[src/rtl/load_store_unit_if.sv]
`default_nettype none
// +----------------------------------------------------------------------+
// | Module   : load_store_unit_if                                         |
// | Brief    : Request/response handshake and word-memory trigger bus     |
// |            between the MEM stage, the load/store unit and data memory.|
// | Revision : 1.0                                                        |
// +----------------------------------------------------------------------+
interface load_store_unit_if #(
    parameter int IDX_W = 7
);
    logic             req_valid;
    logic             req_ready;
    logic [5:0]       req_op;
    logic [31:0]      req_addr;
    logic [31:0]      req_wdata;
    logic             resp_valid;
    logic [31:0]      resp_rdata;
    logic [1:0]       resp_fault;
    logic [IDX_W-1:0] mem_read_addr;
    logic [IDX_W-1:0] mem_write_addr;
    logic [31:0]      mem_write_data;
    logic             mem_trig_read;
    logic             mem_trig_write;
    logic [31:0]      mem_read_data;

    // Environment side: requester plus the data memory.
    modport master (
        output req_valid, req_op, req_addr, req_wdata, mem_read_data,
        input  req_ready, resp_valid, resp_rdata, resp_fault,
        input  mem_read_addr, mem_write_addr, mem_write_data,
        input  mem_trig_read, mem_trig_write
    );

    modport slave (
        input  req_valid, req_op, req_addr, req_wdata, mem_read_data,
        output req_ready, resp_valid, resp_rdata, resp_fault,
        output mem_read_addr, mem_write_addr, mem_write_data,
        output mem_trig_read, mem_trig_write
    );
endinterface
`default_nettype wire

[src/rtl/load_store_unit.sv]
`default_nettype none
// +----------------------------------------------------------------------+
// | Module   : load_store_unit                                            |
// | Brief    : MEM-stage front end: byte-addressed MIPS loads/stores to   |
// |            word trigger pulses, sub-word RMW and load extension.      |
// | Revision : 1.0                                                        |
// +----------------------------------------------------------------------+
module load_store_unit #(
    parameter int MEM_WORDS = 128,
    parameter int IDX_W     = 7
) (
    input  logic             clk,
    input  logic             reset,
    load_store_unit_if.slave bus
);
    localparam logic [5:0] c_OP_LB  = 6'b100000;
    localparam logic [5:0] c_OP_LH  = 6'b100001;
    localparam logic [5:0] c_OP_LW  = 6'b100011;
    localparam logic [5:0] c_OP_LBU = 6'b100100;
    localparam logic [5:0] c_OP_LHU = 6'b100101;
    localparam logic [5:0] c_OP_SB  = 6'b101000;
    localparam logic [5:0] c_OP_SH  = 6'b101001;
    localparam logic [5:0] c_OP_SW  = 6'b101011;

    localparam logic [1:0] c_FLT_OK    = 2'b00;
    localparam logic [1:0] c_FLT_ALIGN = 2'b01;
    localparam logic [1:0] c_FLT_RANGE = 2'b10;
    localparam logic [1:0] c_FLT_OP    = 2'b11;

    localparam logic [2:0] c_ST_IDLE = 3'd0;
    localparam logic [2:0] c_ST_RD   = 3'd1;
    localparam logic [2:0] c_ST_CAP  = 3'd2;
    localparam logic [2:0] c_ST_WR   = 3'd3;
    localparam logic [2:0] c_ST_RESP = 3'd4;

    localparam int          c_AW         = IDX_W + 2;
    localparam logic [31:0] c_ADDR_LIMIT = 32'(MEM_WORDS * 4);

    logic [2:0]       r_state,      w_state;
    logic [5:0]       r_op,         w_op;
    logic [c_AW-1:0]  r_addr,       w_addr;
    logic [15:0]      r_wdata,      w_wdata;
    logic [31:0]      r_resp_rdata, w_resp_rdata;
    logic [1:0]       r_resp_fault, w_resp_fault;
    logic [IDX_W-1:0] r_rd_addr,    w_rd_addr;
    logic [IDX_W-1:0] r_wr_addr,    w_wr_addr;
    logic [31:0]      r_wr_data,    w_wr_data;
    logic             r_req_ready;
    logic             r_resp_valid;
    logic             r_trig_rd;
    logic             r_trig_wr;

    logic             w_accept;
    logic             w_legal;
    logic             w_is_half;
    logic             w_is_word;
    logic             w_out_of_range;
    logic [1:0]       w_req_fault;
    logic             w_op_is_load;
    logic [7:0]       w_byte;
    logic [15:0]      w_half;
    logic [31:0]      w_load;
    logic [31:0]      w_merged;

    assign w_accept       = bus.req_valid & r_req_ready;
    assign w_out_of_range = (bus.req_addr >= c_ADDR_LIMIT);

    always_comb begin
        w_legal   = 1'b0;
        w_is_half = 1'b0;
        w_is_word = 1'b0;
        case (bus.req_op)
            c_OP_LB, c_OP_LBU, c_OP_SB: w_legal = 1'b1;
            c_OP_LH, c_OP_LHU, c_OP_SH: begin
                w_legal   = 1'b1;
                w_is_half = 1'b1;
            end
            c_OP_LW, c_OP_SW: begin
                w_legal   = 1'b1;
                w_is_word = 1'b1;
            end
            default: w_legal = 1'b0;
        endcase
    end

    // Illegal opcode outranks range, which outranks alignment.
    always_comb begin
        w_req_fault = c_FLT_OK;
        if (!w_legal) begin
            w_req_fault = c_FLT_OP;
        end else if (w_out_of_range) begin
            w_req_fault = c_FLT_RANGE;
        end else if ((w_is_half && bus.req_addr[0]) ||
                     (w_is_word && (bus.req_addr[1:0] != 2'b00))) begin
            w_req_fault = c_FLT_ALIGN;
        end
    end

    assign w_op_is_load = (r_op == c_OP_LB)  || (r_op == c_OP_LH) ||
                          (r_op == c_OP_LW)  || (r_op == c_OP_LBU) ||
                          (r_op == c_OP_LHU);

    // Big-endian lanes: offset 0 is the most significant byte/half.
    always_comb begin
        case (r_addr[1:0])
            2'd0:    w_byte = bus.mem_read_data[31:24];
            2'd1:    w_byte = bus.mem_read_data[23:16];
            2'd2:    w_byte = bus.mem_read_data[15:8];
            default: w_byte = bus.mem_read_data[7:0];
        endcase
        w_half = r_addr[1] ? bus.mem_read_data[15:0] : bus.mem_read_data[31:16];
        case (r_op)
            c_OP_LB:  w_load = {{24{w_byte[7]}}, w_byte};
            c_OP_LBU: w_load = {24'd0, w_byte};
            c_OP_LH:  w_load = {{16{w_half[15]}}, w_half};
            c_OP_LHU: w_load = {16'd0, w_half};
            default:  w_load = bus.mem_read_data;
        endcase
    end

    always_comb begin
        w_merged = bus.mem_read_data;
        if (r_op == c_OP_SB) begin
            case (r_addr[1:0])
                2'd0:    w_merged[31:24] = r_wdata[7:0];
                2'd1:    w_merged[23:16] = r_wdata[7:0];
                2'd2:    w_merged[15:8]  = r_wdata[7:0];
                default: w_merged[7:0]   = r_wdata[7:0];
            endcase
        end else if (r_addr[1]) begin
            w_merged[15:0] = r_wdata;
        end else begin
            w_merged[31:16] = r_wdata;
        end
    end

    always_comb begin
        w_state      = r_state;
        w_op         = r_op;
        w_addr       = r_addr;
        w_wdata      = r_wdata;
        w_resp_rdata = 32'd0;
        w_resp_fault = c_FLT_OK;
        w_rd_addr    = r_rd_addr;
        w_wr_addr    = r_wr_addr;
        w_wr_data    = r_wr_data;
        case (r_state)
            c_ST_IDLE: begin
                if (w_accept) begin
                    w_op    = bus.req_op;
                    w_addr  = bus.req_addr[c_AW-1:0];
                    w_wdata = bus.req_wdata[15:0];
                    if (w_req_fault != c_FLT_OK) begin
                        w_state      = c_ST_RESP;
                        w_resp_fault = w_req_fault;
                    end else if (bus.req_op == c_OP_SW) begin
                        w_state   = c_ST_WR;
                        w_wr_addr = bus.req_addr[c_AW-1:2];
                        w_wr_data = bus.req_wdata;
                    end else begin
                        w_state   = c_ST_RD;
                        w_rd_addr = bus.req_addr[c_AW-1:2];
                    end
                end
            end
            c_ST_RD: w_state = c_ST_CAP;
            c_ST_CAP: begin
                if (w_op_is_load) begin
                    w_state      = c_ST_RESP;
                    w_resp_rdata = w_load;
                end else begin
                    w_state   = c_ST_WR;
                    w_wr_addr = r_addr[c_AW-1:2];
                    w_wr_data = w_merged;
                end
            end
            c_ST_WR:   w_state = c_ST_RESP;
            c_ST_RESP: w_state = c_ST_IDLE;
            default:   w_state = c_ST_IDLE;
        endcase
    end

    // Every output is a register whose value is decided by the state being entered.
    always_ff @(posedge clk) begin
        if (reset) begin
            r_state      <= c_ST_IDLE;
            r_op         <= 6'd0;
            r_addr       <= '0;
            r_wdata      <= 16'd0;
            r_resp_rdata <= 32'd0;
            r_resp_fault <= c_FLT_OK;
            r_rd_addr    <= '0;
            r_wr_addr    <= '0;
            r_wr_data    <= 32'd0;
            r_req_ready  <= 1'b1;
            r_resp_valid <= 1'b0;
            r_trig_rd    <= 1'b0;
            r_trig_wr    <= 1'b0;
        end else begin
            r_state      <= w_state;
            r_op         <= w_op;
            r_addr       <= w_addr;
            r_wdata      <= w_wdata;
            r_resp_rdata <= w_resp_rdata;
            r_resp_fault <= w_resp_fault;
            r_rd_addr    <= w_rd_addr;
            r_wr_addr    <= w_wr_addr;
            r_wr_data    <= w_wr_data;
            r_req_ready  <= (w_state == c_ST_IDLE);
            r_resp_valid <= (w_state == c_ST_RESP);
            r_trig_rd    <= (w_state == c_ST_RD);
            r_trig_wr    <= (w_state == c_ST_WR);
        end
    end

    assign bus.req_ready      = r_req_ready;
    assign bus.resp_valid     = r_resp_valid;
    assign bus.resp_rdata     = r_resp_rdata;
    assign bus.resp_fault     = r_resp_fault;
    assign bus.mem_read_addr  = r_rd_addr;
    assign bus.mem_write_addr = r_wr_addr;
    assign bus.mem_write_data = r_wr_data;
    assign bus.mem_trig_read  = r_trig_rd;
    assign bus.mem_trig_write = r_trig_wr;
endmodule
`default_nettype wire

[src/flat_wrapper.sv]
// flat-port wrapper written by rule: the top's interface ports become plain ports
module load_store_unit_flat 
#(
    parameter int MEM_WORDS = 128,
    parameter int IDX_W     = 7
)
  (clk, reset, bus_req_valid, bus_req_op, bus_req_addr, bus_req_wdata, bus_mem_read_data, bus_req_ready, bus_resp_valid, bus_resp_rdata, bus_resp_fault, bus_mem_read_addr, bus_mem_write_addr, bus_mem_write_data, bus_mem_trig_read, bus_mem_trig_write);
  load_store_unit_if #(.IDX_W(IDX_W)) bus_i ();
  input  logic clk;
  input  logic reset;
  input wire logic [$bits(bus_i.req_valid)-1:0] bus_req_valid;
  input wire logic [$bits(bus_i.req_op)-1:0] bus_req_op;
  input wire logic [$bits(bus_i.req_addr)-1:0] bus_req_addr;
  input wire logic [$bits(bus_i.req_wdata)-1:0] bus_req_wdata;
  input wire logic [$bits(bus_i.mem_read_data)-1:0] bus_mem_read_data;
  output wire logic [$bits(bus_i.req_ready)-1:0] bus_req_ready;
  output wire logic [$bits(bus_i.resp_valid)-1:0] bus_resp_valid;
  output wire logic [$bits(bus_i.resp_rdata)-1:0] bus_resp_rdata;
  output wire logic [$bits(bus_i.resp_fault)-1:0] bus_resp_fault;
  output wire logic [$bits(bus_i.mem_read_addr)-1:0] bus_mem_read_addr;
  output wire logic [$bits(bus_i.mem_write_addr)-1:0] bus_mem_write_addr;
  output wire logic [$bits(bus_i.mem_write_data)-1:0] bus_mem_write_data;
  output wire logic [$bits(bus_i.mem_trig_read)-1:0] bus_mem_trig_read;
  output wire logic [$bits(bus_i.mem_trig_write)-1:0] bus_mem_trig_write;
  assign bus_i.req_valid = bus_req_valid;
  assign bus_i.req_op = bus_req_op;
  assign bus_i.req_addr = bus_req_addr;
  assign bus_i.req_wdata = bus_req_wdata;
  assign bus_i.mem_read_data = bus_mem_read_data;
  assign bus_req_ready = bus_i.req_ready;
  assign bus_resp_valid = bus_i.resp_valid;
  assign bus_resp_rdata = bus_i.resp_rdata;
  assign bus_resp_fault = bus_i.resp_fault;
  assign bus_mem_read_addr = bus_i.mem_read_addr;
  assign bus_mem_write_addr = bus_i.mem_write_addr;
  assign bus_mem_write_data = bus_i.mem_write_data;
  assign bus_mem_trig_read = bus_i.mem_trig_read;
  assign bus_mem_trig_write = bus_i.mem_trig_write;
  load_store_unit #(.MEM_WORDS(MEM_WORDS), .IDX_W(IDX_W)) u_core (.clk(clk), .reset(reset), .bus(bus_i));
endmodule
[config.mk]
export PLATFORM = sky130hd
export DESIGN_NAME = load_store_unit_flat
export DESIGN_NICKNAME = d
export VERILOG_FILES = /design/src/rtl/load_store_unit_if.sv /design/src/rtl/load_store_unit.sv /design/src/flat_wrapper.sv
export SDC_FILE = /design/constraint.sdc
export NUM_CORES = 1
export LEC_CHECK = 0
export BUFFER_PORTS_ARGS = -buffer_cell sky130_fd_sc_hd__buf_2
export CAP_MARGIN = 25
export CORE_ASPECT_RATIO = 1.25
export CORE_MARGIN = 3
export CORE_UTILIZATION = 52
export CTS_BUF_LIST = sky130_fd_sc_hd__clkbuf_4
export CTS_CLUSTER_SIZE = 14
export DETAILED_ROUTE_END_ITERATION = 8
export PLACE_DENSITY = 0.82
export SLEW_MARGIN = 0
export SYNTH_ARGS = -nofsm -noshare
export SYNTH_HDL_FRONTEND = slang
export SYNTH_SLANG_ARGS = --single-unit
export TNS_END_PERCENT = 1
[constraint.sdc]
create_clock -name clk -period 2.4 [get_ports clk]
set_clock_uncertainty 0.1 [all_clocks]
set_input_delay 0.12 -clock clk [delete_from_list [all_inputs] [get_ports clk]]
set_output_delay 0.12 -clock clk [all_outputs]
set_load 0.1 [all_outputs]
==> results.sh <==
export IMPL_outcome="complete, no violations"
export IMPL_drt_total_wl_um=20700
export IMPL_area_growth_pct=43.8
export IMPL_synth_seq_cells=118
export IMPL_via_per_inst=5.87
export IMPL_avgSynthCellArea_um2=8.33
export IMPL_utilization_pct=76.9
export IMPL_setup_viol=0
export IMPL_dieWidth_um=99.4
export IMPL_drv_cap=0
export IMPL_nets=1065
export IMPL_multi_input_area_mm2=0.00314
export IMPL_drt_pre_antenna_iters=6
export IMPL_vias=6495
export IMPL_drv_slew=0
export IMPL_grt_pass1_vias=6371
export IMPL_grt_pass1_wl_um=32000
export IMPL_dieArea_mm2=0.0122
export IMPL_switching_share_pct=25.8
export IMPL_hold_depth=7
export IMPL_netlist_area_mm2=0.00567
export IMPL_async_flop_share_pct=0
export IMPL_ys_warn_count=0
export IMPL_num_io_pins=189
export IMPL_cp_start_kind="register"
export IMPL_drtAntennaViolNets=0
export IMPL_wl_per_cell_um=18.7
export IMPL_drt_initial_drc_count=637
export IMPL_cts_made_buffers=17
export IMPL_fp_row_count=42
export IMPL_finalHoldViolations=0
export IMPL_dp_hpwl_um=13500
export IMPL_p_sw_w=0.00118
export IMPL_cp_arrival_ns=2.73
export IMPL_start_util_pct=53.4
export IMPL_synth_edff_count=0
export IMPL_die_y_um=123
export IMPL_crit_type="register to register"
export IMPL_fmax_ghz=0.424
export IMPL_gp_congestion=0.939
export IMPL_fin_crit_sh_pct=98.2
export IMPL_overflow=0
export IMPL_syn_nets=786
export IMPL_layout_drive_gt1_share_pct=28.4
export IMPL_cts_root_buf="clkbuf_4"
export IMPL_cts_tree="done"
export IMPL_layout_commonest_cell="buf_2"
export IMPL_crit_start="u_core.r_op[1]$_SDFFE_PP0P_"
export IMPL_clk_pin_slew_worst_paths_ns=0.10
export IMPL_power_density_mw_per_mm2=563
export IMPL_period_minus_slack_ns=2.36
export IMPL_p_int_w=0.00341
export IMPL_ir_drop_v=0.000420
export IMPL_ff_latch_area_mm2=0.00237
export IMPL_clockBufferDepth=2
export IMPL_yosysUniqueCellTypes=37
export IMPL_final_cell_mix="buf_2, dfxtp_1, nand2_1"
export IMPL_reg2reg_depth=5
export IMPL_fin_area_mm2=0.00816
export IMPL_netlist_instances=681
export IMPL_pwr_share_seq_pct=44.4
export IMPL_combPwrFrac_pct=15.2
export IMPL_rsz0062_at_grt="true"
export IMPL_hp_class="input pin to register"
export IMPL_h_tree_depth=4
export IMPL_port_buffers=188
export IMPL_gr_usage_all_layers_pct=33.4
export IMPL_cts_sinks=118
export IMPL_tns_ns=0
export IMPL_nFillCells=711
export IMPL_min_delay_start="bus_req_addr[21]"
export IMPL_dpl_instance_area_mm2=0.00685
export IMPL_max_slew_margin_pct=57.8
export IMPL_clockPowerShare_pct=40.4
export IMPL_crit_required_ns=2.78
export IMPL_leakagePower_nw=3.76
export IMPL_ys_seq_area_share_pct=41.6
export IMPL_antenna_found_initial=1
export IMPL_grt_max_degree=63
export IMPL_reg2reg_slack_ns=0.04
export IMPL_tightest_slew_ns=0.630
export IMPL_cp_end_kind="register"
export IMPL_reg2reg_from="u_core.r_op[1]$_SDFFE_PP0P_"
export IMPL_critPathMaxFanout=8
export IMPL_power_total_w=0.00459
export IMPL_clk_latency_ns=0.55
export IMPL_synth_ff_type="dfxtp_1"
export IMPL_core_mm2=0.0106
export IMPL_drcViolationCount=0
-- critical path, cell delays in order, from the launching register on --
cell and delay [ns]:
dfxtp_1 0.38, or4b_1 0.66, o31ai_4 0.53, mux2i_1 0.18, a211o_1 0.31, mux2i_1 0.13
-- final cells by class --
type                    count  share of cell area, %
diodes                      1                 0.0307
clock inverters            10                   2.47
multi-input cells         511                   38.5
well taps                 132                   2.02
repair buffers            308                   25.8
clock buffers              22                   2.02
inverters                   4                  0.184
flip-flops and latches    118                   29.0
-- per-layer routing --
layer	track usage, %	share of wire (%)	wire length (um)	up-vias
li1	-	-	-	2990
met1	36.2	36	7360	2986
met2	59.5	51	10500	412
met3	8.07	8.4	1730	107
met4	18.4	5.3	1110	0
met5	0	0	0	-
-- cell families after synthesis --
family / count (synthesis) / share of synthesized area (%)
compound gates: 184 / 20.1
mux: 71 / 13.1
simple gates: 256 / 21.7
buf+inv: 52 / 3.53
flops: 118 / 41.6
-- final timing paths --
path	end
worst max register to register	u_core.bus.mem_write_data[19]$_SDFFE_PP0P_
worst max-delay path	u_core.bus.mem_write_data[19]$_SDFFE_PP0P_
worst min-delay path	u_core.bus.mem_read_addr[4]$_SDFFE_PP0P_
worst min register to register	u_core.r_wdata[14]$_SDFFE_PP0P_
-- power groups by stage --
| stage | combinational (W) | clock, W | sequential, W |
|---|---|---|---|
| floorplan | 0.000310 | 0 | 0.00209 |
| global placement | 0.000546 | 0 | 0.00208 |
| detailed placement | 0.000560 | 0 | 0.00208 |
| CTS | 0.000674 | 0.00185 | 0.00204 |
| global route | 0.000747 | 0.00195 | 0.00204 |
| finish | 0.000698 | 0.00186 | 0.00204 |
-- synthesized netlist by cell type (2+ instances only) --
cell | number | area (um^2)
buf_1 | 2 | 7.51
o31ai_4 | 2 | 42.5
mux2i_1 | 55 | 551
mux2_2 | 15 | 169
nand4_1 | 9 | 56.3
o21ai_0 | 48 | 240
nand2_1 | 93 | 349
or3_1 | 10 | 62.6
dfxtp_1 | 118 | 2360
clkbuf_1 | 42 | 158
inv_1 | 4 | 15.0
a21oi_1 | 73 | 365
nor2b_1 | 3 | 18.8
a211oi_1 | 15 | 113
a21o_1 | 2 | 15.0
a31o_2 | 2 | 17.5
o211ai_1 | 17 | 128
nand3b_1 | 17 | 128
buf_2 | 4 | 20.0
a211o_1 | 19 | 166
nor3_1 | 5 | 25.0
nor4_1 | 7 | 43.8
nor2_1 | 68 | 255
nand2b_1 | 35 | 219
nor3b_1 | 4 | 30.0
-- sequential cells by signal, summed over array words and instances (netlist names) --
| name | cells |
|---|---|
| u_core.r_op | 6 |
| u_core.bus.mem_trig_read | 1 |
| u_core.bus.resp_valid | 1 |
| u_core.r_state | 3 |
| u_core.bus.mem_write_data | 32 |
| u_core.r_wdata | 16 |
| u_core.bus.mem_read_addr | 7 |
| u_core.bus.resp_rdata | 32 |
| u_core.bus.resp_fault | 2 |
| u_core.r_addr | 9 |
| u_core.bus.req_ready | 1 |
| u_core.bus.mem_trig_write | 1 |
| u_core.bus.mem_write_addr | 7 |
-- per-stage QoR --
step           setup WS (ns)  hold WS [ns]  instances
2_1_floorplan          0.133         0.156        681
3_3_place_gp           0.195         0.273        979
3_5_place_dp          0.0829         0.280        979
4_1_cts               0.0479        0.0703       1101
5_1_grt              -0.0413         0.135       1106
6_report              0.0439         0.114       1106
-- timing repair --
item | CTS | global route
hold buffers | 90 | 0
resized for setup | 0 | 3
endpoints found under the setup margin | 0 | 43
buffers inserted | 0 | 4
hold endpoints to repair | 115 | 0
(Power assumes the default switching activity.)
